`src/rtl/fetch_ctrl.sv`:
```
// fetch_ctrl: instruction fetch controller.
// Fetches one instruction word at a time, presents it to decode, and
// updates the PC from the next-PC select (sequential, relative branch,
// absolute jump, halt) on each decode handshake.
// Optional feature macro: FETCH_TIMEOUT_EN. When it is defined, a fetch that
// goes TIMEOUT_CYC cycles without imem_ack raises a sticky fetch_err and
// parks the controller in HALTED. Without the macro, FETCH waits
// indefinitely and fetch_err is tied low.
module fetch_ctrl #(
    parameter logic [31:0] RESET_PC    = 32'h0000_0000,
    parameter int unsigned TIMEOUT_CYC = 16
) (
    input  logic        clk,
    input  logic        RST,
    output logic        imem_req,
    output logic [31:0] imem_addr,
    input  logic        imem_ack,
    input  logic [31:0] imem_rdata,
    output logic        instr_valid,
    output logic [31:0] instr,
    input  logic        instr_ready,
    input  logic [1:0]  sel,
    input  logic [15:0] immd16,
    input  logic [25:0] immd26,
    input  logic        resume,
    output logic [31:0] pc,
    output logic        halted,
    output logic [31:0] issue_cnt,
    output logic        fetch_err
);

    typedef enum logic [1:0] {
        RESET_IDLE = 2'd0,
        FETCH      = 2'd1,
        ISSUE      = 2'd2,
        HALTED     = 2'd3
    } state_t;

    state_t      state_reg;
    logic [31:0] pc_reg;
    logic [31:0] pc_next;
    logic [31:0] instr_reg;
    logic [31:0] issue_cnt_reg;
    logic        imem_req_reg;
    logic        instr_valid_reg;
    logic        halted_reg;

    // Candidate next-PC values; all arithmetic wraps modulo 2^32.
    logic [31:0] pc_plus4;
    logic [31:0] rel_offset;
    logic [31:0] rel_target;
    logic [31:0] abs_target;

    assign pc_plus4   = pc_reg + 32'd4;
    assign rel_offset = {{14{immd16[15]}}, immd16, 2'b00};
    assign rel_target = pc_plus4 + rel_offset;
    assign abs_target = {pc_reg[31:28], immd26, 2'b00};

    // Next-PC select, only consumed on the decode handshake.
    always_comb begin
        pc_next = pc_reg;
        case (sel)
            2'd0:    pc_next = pc_plus4;
            2'd1:    pc_next = rel_target;
            2'd2:    pc_next = abs_target;
            default: pc_next = pc_reg;
        endcase
    end

`ifdef FETCH_TIMEOUT_EN
    // The counter only needs to reach TIMEOUT_CYC-1: the miss that would make
    // it TIMEOUT_CYC is the one that halts, so the final value is never stored.
    localparam int TO_W = (TIMEOUT_CYC > 1) ? $clog2(TIMEOUT_CYC) : 1;
    localparam logic [TO_W-1:0] TO_LAST = TO_W'(TIMEOUT_CYC - 1);

    logic [TO_W-1:0] to_cnt_reg;
    logic            fetch_err_reg;

    assign fetch_err = fetch_err_reg;
`else
    assign fetch_err = 1'b0;
`endif

    // Main controller FSM; all outputs are registered alongside the state.
    always_ff @(posedge clk) begin
        if (RST) begin
            state_reg       <= RESET_IDLE;
            pc_reg          <= RESET_PC;
            instr_reg       <= 32'd0;
            issue_cnt_reg   <= 32'd0;
            imem_req_reg    <= 1'b0;
            instr_valid_reg <= 1'b0;
            halted_reg      <= 1'b0;
`ifdef FETCH_TIMEOUT_EN
            to_cnt_reg      <= '0;
            fetch_err_reg   <= 1'b0;
`endif
        end else begin
            case (state_reg)
                RESET_IDLE: begin
                    state_reg    <= FETCH;
                    imem_req_reg <= 1'b1;
`ifdef FETCH_TIMEOUT_EN
                    to_cnt_reg   <= '0;
`endif
                end

                FETCH: begin
                    if (imem_ack) begin
                        instr_reg       <= imem_rdata;
                        state_reg       <= ISSUE;
                        imem_req_reg    <= 1'b0;
                        instr_valid_reg <= 1'b1;
                    end
`ifdef FETCH_TIMEOUT_EN
                    else if (to_cnt_reg == TO_LAST) begin
                        // Give up on this fetch; pc is left pointing at it.
                        fetch_err_reg <= 1'b1;
                        state_reg     <= HALTED;
                        imem_req_reg  <= 1'b0;
                        halted_reg    <= 1'b1;
                    end else begin
                        to_cnt_reg <= to_cnt_reg + TO_W'(1);
                    end
`endif
                end

                ISSUE: begin
                    if (instr_ready) begin
                        pc_reg          <= pc_next;
                        issue_cnt_reg   <= issue_cnt_reg + 32'd1;
                        instr_valid_reg <= 1'b0;
                        if (sel == 2'd3) begin
                            state_reg  <= HALTED;
                            halted_reg <= 1'b1;
                        end else begin
                            state_reg    <= FETCH;
                            imem_req_reg <= 1'b1;
`ifdef FETCH_TIMEOUT_EN
                            to_cnt_reg   <= '0;
`endif
                        end
                    end
                end

                HALTED: begin
                    if (resume) begin
                        // Resume skips the halting (or timed-out) word.
                        pc_reg       <= pc_plus4;
                        state_reg    <= FETCH;
                        halted_reg   <= 1'b0;
                        imem_req_reg <= 1'b1;
`ifdef FETCH_TIMEOUT_EN
                        to_cnt_reg   <= '0;
`endif
                    end
                end

                default: begin
                    state_reg <= RESET_IDLE;
                end
            endcase
        end
    end

    assign imem_req    = imem_req_reg;
    assign imem_addr   = pc_reg;
    assign pc          = pc_reg;
    assign instr       = instr_reg;
    assign instr_valid = instr_valid_reg;
    assign halted      = halted_reg;
    assign issue_cnt   = issue_cnt_reg;

endmodule

```
`config.mk`:
```
export PLATFORM = sky130hd
export DESIGN_NAME = fetch_ctrl
export DESIGN_NICKNAME = d
export VERILOG_FILES = /design/src/rtl/fetch_ctrl.sv
export SDC_FILE = /design/constraint.sdc
export NUM_CORES = 1
export LEC_CHECK = 0
export CORE_UTILIZATION = 52
export DETAILED_ROUTE_END_ITERATION = 10
export PLACE_DENSITY = 0.88
export SYNTH_ARGS = -nofsm -noshare
export SYNTH_HDL_FRONTEND = slang
export SYNTH_SLANG_ARGS = --single-unit
export TNS_END_PERCENT = 50
```
`constraint.sdc`:
```
create_clock -name clk -period 9.8 [get_ports clk]
set_input_delay 1.96 -clock clk [delete_from_list [all_inputs] [get_ports clk]]
set_output_delay 1.96 -clock clk [all_outputs]
set_load 0.05 [all_outputs]
```
==> out/qor.txt, run 1 <==
PortBufs: 207
Unrepaired setup endpoints after global routing: no
Startpoint types: input port
Tot Pwr: 1.14 mW
Die X: 118 µm
Critical-path top delay cell: clkdlybuf4s50_1
Register-to-register setup slack: 5470 ps
Synth Register Bits: 99
Worst Setup End Kind: register
Nets: 1,189
Overflow after GRT: 0
CTS sink count: 99
Most frequent cells in the layout: clkdlybuf4s50_1 (206), nand2_1 (127), dfxtp_1 (99)
Io pins: 213
Yosys warnings: 0
Asr flop ratio synth: 0
Gate Count Post-Synth: 924
WL/cell: 16.5 µm
Crit path max-delay family: compound AO/OA/AOI/OAI gates
Max-Cap Viols: 0
CP arrival: 5100 ps
Routed vias: 7,250
Max Fanout on Critical Path: 23
Worst hold margin: 454 ps
Hold Fails Final Rpt: 0
Fin worst setup slack: 4880 ps
Crit path required time: 9970 ps
Post-synth top area share: 0.284
Crit path time final: 4920 ps
Initial antenna violation count: 0
# setup viols final: 0
CTS Buf Count: 9
First-pass GRT wire length: 33,200 µm
Drt via density: 5.83
Drt total wl: 20,500 µm
Tot GR Track Use: 0.290
Seq/Total Area, Yosys: 0.284
Area growth, synth to finish: 31.7%
Largest net degree at the start of global routing: 105
Worst slew pin tran: 1140 ps
Period utilization: 0.502
CTS resizes: 0
Vias in the first global route: 6,811
Crit path kind: input port to register
Hold WC Path Type: register to register
Iteration-0 DRC Markers: 575
Share of layout cells above drive strength 1: 0.0392
DRT antenna net count: 0
Setup TNS: 0 ps
GP Congestion: 0.964
CTS Root Cell: clkbuf_16
Pre-CTS WS: 4600 ps
Worst Path Buf+Inv: 1
Post-synth EDFFs: 0
Slew Limit Fails: 0
Setup bufs post-CTS: 0
Cell type with the largest total area after synthesis: dfxtp_1
CP Cell Sequence: clkdlybuf4s50_1 -> ha_1 -> a21o_1 -> a21o_1 -> a21oi_1 -> or2b_1 -> a21oi_1 -> o21ai_0 -> nor4b_1 -> a311oi_2
Synth cell types: 72
Placed cell areas: 8860 µm²
DIE HEIGHT: 118 µm
Avg Cell Area, Syn: 7.55 µm²
PwrDens: 124 nW/µm²
Synth top area cells: dfxtp_1 (28%), ha_1 (7.2%), nand2_1 (6.8%)
Htree depth: 3
Max clock buf depth: 2
TritonRoute pass-1 iters: 5
Fin area: 9190 µm²
Most common cell after layout, fill and taps aside: clkdlybuf4s50_1
Post-Syn Area: 6980 µm²
Die area: 13,900 µm²
Clk slew on worst S/H paths: 70 ps
FP Rows: 41
DRC: 0
Core area: 12,800 µm²
Starting Density: 0.544
Antenna Cells: 0
Most used DFF post-synth: dfxtp_1
F_max: 203 MHz
Hold_buf cts: 0
CP max stage delay: 920 ps
Maximum vdd drop: 113 µV
Clock latency on the worst-skew pair: 340 ps
Max_slew headroom: 0.239
Status: finished clean
CTS tree: built
Leakage: 3.40 nW
Post-Route Skew: 8.36 ps
Post-DP HPWL: 15,100 µm
tightest hold or removal path, delay by kind of cell (launching register included):
kind | cells | cell delay, ps
flip-flops | 1 | 310
AND/OR/NAND/NOR | 1 | 50
AO/OA/AOI/OAI | 1 | 50
power by group:
part	internal, mW	leakage [nW]	switching [mW]	total (mW)
combinational	0.121	2.43	0.196	0.317
clock	0.228	0.159	0.164	0.392
sequential	0.417	0.802	0.0178	0.435
total	0.766	3.40	0.378	1.14
metrics by stage:
step                      std cells  utilization
final                          1244        0.716
after CTS                      1244        0.716
after global placement         1228        0.691
after global routing           1244        0.716
after floorplan                 928            -
after detailed placement       1228        0.691
synthesized netlist by cell type, drive strengths merged (2+ instances only):
cell type / n
a21oi: 94
a32oi: 2
a22oi: 6
clkbuf: 38
o21a: 2
inv: 26
a311oi: 3
a21o: 13
nand3: 37
xnor2: 40
o21bai: 4
nand3b: 7
nor4: 3
a221oi: 11
a2111oi: 2
ha: 40
o311ai: 2
nand4: 21
and4: 9
or4: 2
o21ai: 49
nand2: 127
a221o: 2
nor3: 19
o211ai: 10
nor4b: 2
xor2: 35
a31oi: 6
o31ai: 4
buf: 44
nand2b: 8
mux2: 5
and2: 3
nor2: 85
o22ai: 11
a211oi: 11
a21boi: 2
dfxtp: 99
or3: 6
nor2b: 3
and3: 15
metal layers:
layer / global-route usage / routed length (µm) / up-vias
li1: - / - / 3532
met1: 0.367 / 8500 / 3389
met2: 0.506 / 9930 / 296
met3: 0.0470 / 1630 / 33
met4: 0.0841 / 414 / 0
met5: 0 / 0 / -
cell families (layout without fill, tap and decap cells):
| kind of cell | after synthesis | after routing | synth area share |
|---|---|---|---|
| adders and majority gates | 41 | 41 | 0.0746 |
| DFF | 99 | 99 | 0.284 |
| AOI/OAI and AO/OA | 244 | 244 | 0.218 |
| xor gates and xnor gates | 75 | 75 | 0.0942 |
| buffers and inverters | 108 | 252 | 0.0782 |
| other | 1 | 5 | 0.000538 |
| and+or+nand+nor | 351 | 351 | 0.242 |
| muxes | 5 | 5 | 0.00807 |
worst paths after layout:
path / startpoint / endpoint / cells past startpoint
max: immd16[15] / imem_addr[31] / 10
max reg2reg: imem_addr[2] / imem_addr[31] / 15
min reg2reg: instr[1] / instr[1] / 2
min: instr[1] / instr[1] / 2
layout make-up:
cell class              instances  area, µm²
multi-input cells             721       4470
fillers                      1040       3640
repair buffers                210       2090
flip-flops and latches         99       1980
clock buffers                   9        225
well taps                     172        215
clock inverters                 7        105
inverters                      26       97.6
(Power assumes the default switching activity.)
==> run 2, diff against run 1 <==
--- a/config.mk
+++ b/config.mk
@@ -5,9 +5,9 @@
 export SDC_FILE = /design/constraint.sdc
 export NUM_CORES = 1
 export LEC_CHECK = 0
-export CORE_UTILIZATION = 52
+export CORE_UTILIZATION = 43
 export DETAILED_ROUTE_END_ITERATION = 10
-export PLACE_DENSITY = 0.88
+export PLACE_DENSITY = 0.77
 export SYNTH_ARGS = -nofsm -noshare
 export SYNTH_HDL_FRONTEND = slang
 export SYNTH_SLANG_ARGS = --single-unit
==> constraint.sdc (replaced) <==
create_clock -name clk -period 4 [get_ports clk]
set_input_delay 0.8 -clock clk [delete_from_list [all_inputs] [get_ports clk]]
set_output_delay 0.8 -clock clk [all_outputs]
set_load 0.05 [all_outputs]
==> run 2 against run 1 <==
Setup slack got worse by 4600 ps; sequential share of layout area down 0.60 points; combinational power rose to 2.5 times the previous value; flip-flop and latch count is the same; clock skew barely moved; core utilization down 12 points.
==> out/qor.txt, run 2 (synthesis results as in run 1) <==
CP max stage delay: 410 ps (was 920 ps)
Max-Cap Viols: 0 (unchanged)
Share of layout cells above drive strength 1: 0.0708 (was 0.0392)
WL/cell: 16.5 µm (about the same)
PwrDens: 297 nW/µm² (was 124 nW/µm²)
Crit path kind: register to register (was input port to register)
Drt total wl: 21,700 µm (was 20,500 µm)
Fin area: 9480 µm² (was 9190 µm²)
Routed vias: 7,264 (was 7,250)
Setup TNS: 0 ps (unchanged)
Hold WC Path Type: register to register (unchanged)
Post-DP HPWL: 15,900 µm (was 15,100 µm)
CTS sink count: 99 (unchanged)
Leakage: 3.53 nW (was 3.40 nW)
Worst slew pin tran: 1070 ps (was 1140 ps)
Clk slew on worst S/H paths: 80 ps (was 70 ps)
Unrepaired setup endpoints after global routing: no (unchanged)
# setup viols final: 0 (unchanged)
Period utilization: 0.938
DIE HEIGHT: 129 µm (was 118 µm)
Iteration-0 DRC Markers: 629 (was 575)
Pre-CTS WS: 133 ps (was 4600 ps)
CP arrival: 3970 ps (was 5100 ps)
Most frequent cells in the layout: clkdlybuf4s50_1 (206), nand2_1 (126), dfxtp_1 (97) (was clkdlybuf4s50_1 (206), nand2_1 (127), dfxtp_1 (99))
Placed cell areas: 9120 µm² (was 8860 µm²)
Tot Pwr: 2.81 mW (was 1.14 mW)
Crit path max-delay family: simple AND/OR/NAND/NOR gates (was compound AO/OA/AOI/OAI gates)
Nets: 1,218 (was 1,189)
Crit path required time: 4220 ps (was 9970 ps)
Die area: 16,700 µm² (was 13,900 µm²)
Overflow after GRT: 0 (unchanged)
Placed cell count: 1,299 (was 1,228)
Met3 Usage GRT: 0.0273 (was 0.0470)
Core area: 15,900 µm² (was 12,800 µm²)
Startpoint types: register (was input port)
Hold Fails Final Rpt: 0 (unchanged)
Worst Path Buf+Inv: 0 (was 1)
FP Rows: 46 (was 41)
Initial antenna violation count: 0 (unchanged)
Area growth, synth to finish: 35.8% (was 31.7%)
TritonRoute pass-1 iters: 5 (unchanged)
GP Congestion: 0.947 (was 0.964)
Io pins: 213 (unchanged)
Met1 GRT Util: 0.335 (was 0.367)
Worst hold margin: 453 ps (was 454 ps)
Max Fanout on Critical Path: 10 (was 23)
Antenna Cells: 0 (unchanged)
Slew Limit Fails: 0 (unchanged)
Most common cell after layout, fill and taps aside: clkdlybuf4s50_1 (unchanged)
CTS Buf Count: 9 (unchanged)
Htree depth: 3 (unchanged)
Area of the multi-input gates: 4490 µm² (was 4470 µm²)
Tot GR Track Use: 0.254 (was 0.290)
CTS Root Cell: clkbuf_16 (unchanged)
Starting Density: 0.439 (was 0.544)
Maximum vdd drop: 248 µV (was 113 µV)
Status: finished clean (unchanged)
CTS tree: built (unchanged)
PortBufs: 207 (unchanged)
Drt via density: 5.52 (was 5.83)
Die X: 129 µm (was 118 µm)
Fin worst setup slack: 247 ps (was 4880 ps)
Max clock buf depth: 2 (unchanged)
Largest net degree at the start of global routing: 57 (was 105)
Critical-path top delay cell: ha_1 (was clkdlybuf4s50_1)
Reg area: 1990 µm² (was 1980 µm²)
F_max: 266 MHz
Vias in the first global route: 6,708 (was 6,811)
Most crowded layer after global routing: met2 (unchanged)
DRT antenna net count: 0 (unchanged)
Worst Setup End Kind: register (unchanged)
Layout fillers: 1,477 (was 1,040)
Crit path time final: 3750 ps
Post-Route Skew: 8.16 ps (was 8.36 ps)
Max_slew headroom: 0.288 (was 0.239)
DRC: 0 (unchanged)
CP Cell Sequence: ha_2 -> and4_2 -> nand4_1 -> nor2_1 -> nand3_1 -> xnor2_1 -> ha_1 -> a21o_1 -> a21o_1 -> a21oi_1 -> or2b_1 -> a21oi_1 -> o21ai_0 -> nor4b_1 -> a311oi_2 (was clkdlybuf4s50_1 -> ha_1 -> a21o_1 -> a21o_1 -> a21oi_1 -> or2b_1 -> a21oi_1 -> o21ai_0 -> nor4b_1 -> a311oi_2)
First-pass GRT wire length: 33,700 µm (was 33,200 µm)
Fin util: 0.596 (was 0.716)
Clock latency on the worst-skew pair: 350 ps (was 340 ps)
Fin cells: 1,317 (was 1,244)
Met2 Usage GRT: 0.425 (was 0.506)
==> run 2: cell count changes in the layout (fill, tap and decap cells not counted), sizes merged <==
| cell | delta |
|---|---|
| clkbuf | +1 |
| buf | +29 |
| bufinv | -1 |
| clkinv | +1 |
| inv | -1 |
==> run 2: layout make-up <==
cell class | count | area share
clock inverter | 6 | 0.00872
timing repair buffer | 239 | 0.244
sequential | 99 | 0.210
inverter | 26 | 0.0103
tap | 216 | 0.0285
clock buffer | 10 | 0.0252
multi-input combinational | 721 | 0.474
==> run 2: where the power goes <==
group	switching, mW	total, mW	internal (mW)
Clock	0.433	0.949	0.516
Combinational	0.494	0.808	0.315
Sequential	0.0359	1.06	1.02
==> run 2: timing repair <==
item / CTS / global route
hold buffers: 0 / 0
setup buffers: 0 / 2
resized for setup: 0 / 9
setup endpoints to repair: 0 / 10
==> run 2: final timing paths <==
| kind | slack (ps) | end | cells past startpoint | from |
|---|---|---|---|---|
| setup / recovery | 250 | imem_addr[31] | 15 | imem_addr[3] |
| hold / removal | 450 | instr[31] | 2 | instr[31] |
| setup reg to reg | 250 | imem_addr[31] | 15 | imem_addr[3] |
| hold reg to reg | 450 | instr[31] | 2 | instr[31] |
==> run 2: worst reg2reg max path, stage by stage, from the launching register on <==
cell	delay (ps)
dfxtp_4	390
ha_2	220
and4_2	290
nand4_1	220
nor2_1	330
nand3_1	150
xnor2_1	170
ha_1	410
a21o_1	250
a21o_1	180
a21oi_1	210
or2b_1	130
a21oi_1	50
o21ai_0	150
nor4b_1	320
a311oi_2	150
==> run 2: per-layer routing <==
| metal | wire length (µm) | vias up | part of all wire |
|---|---|---|---|
| li1 | - | 3597 | - |
| met1 | 9750 | 3363 | 0.45 |
| met5 | 0 | - | 0 |
| met2 | 10200 | 269 | 0.47 |
| met4 | 519 | 0 | 0.024 |
| met3 | 1270 | 35 | 0.059 |
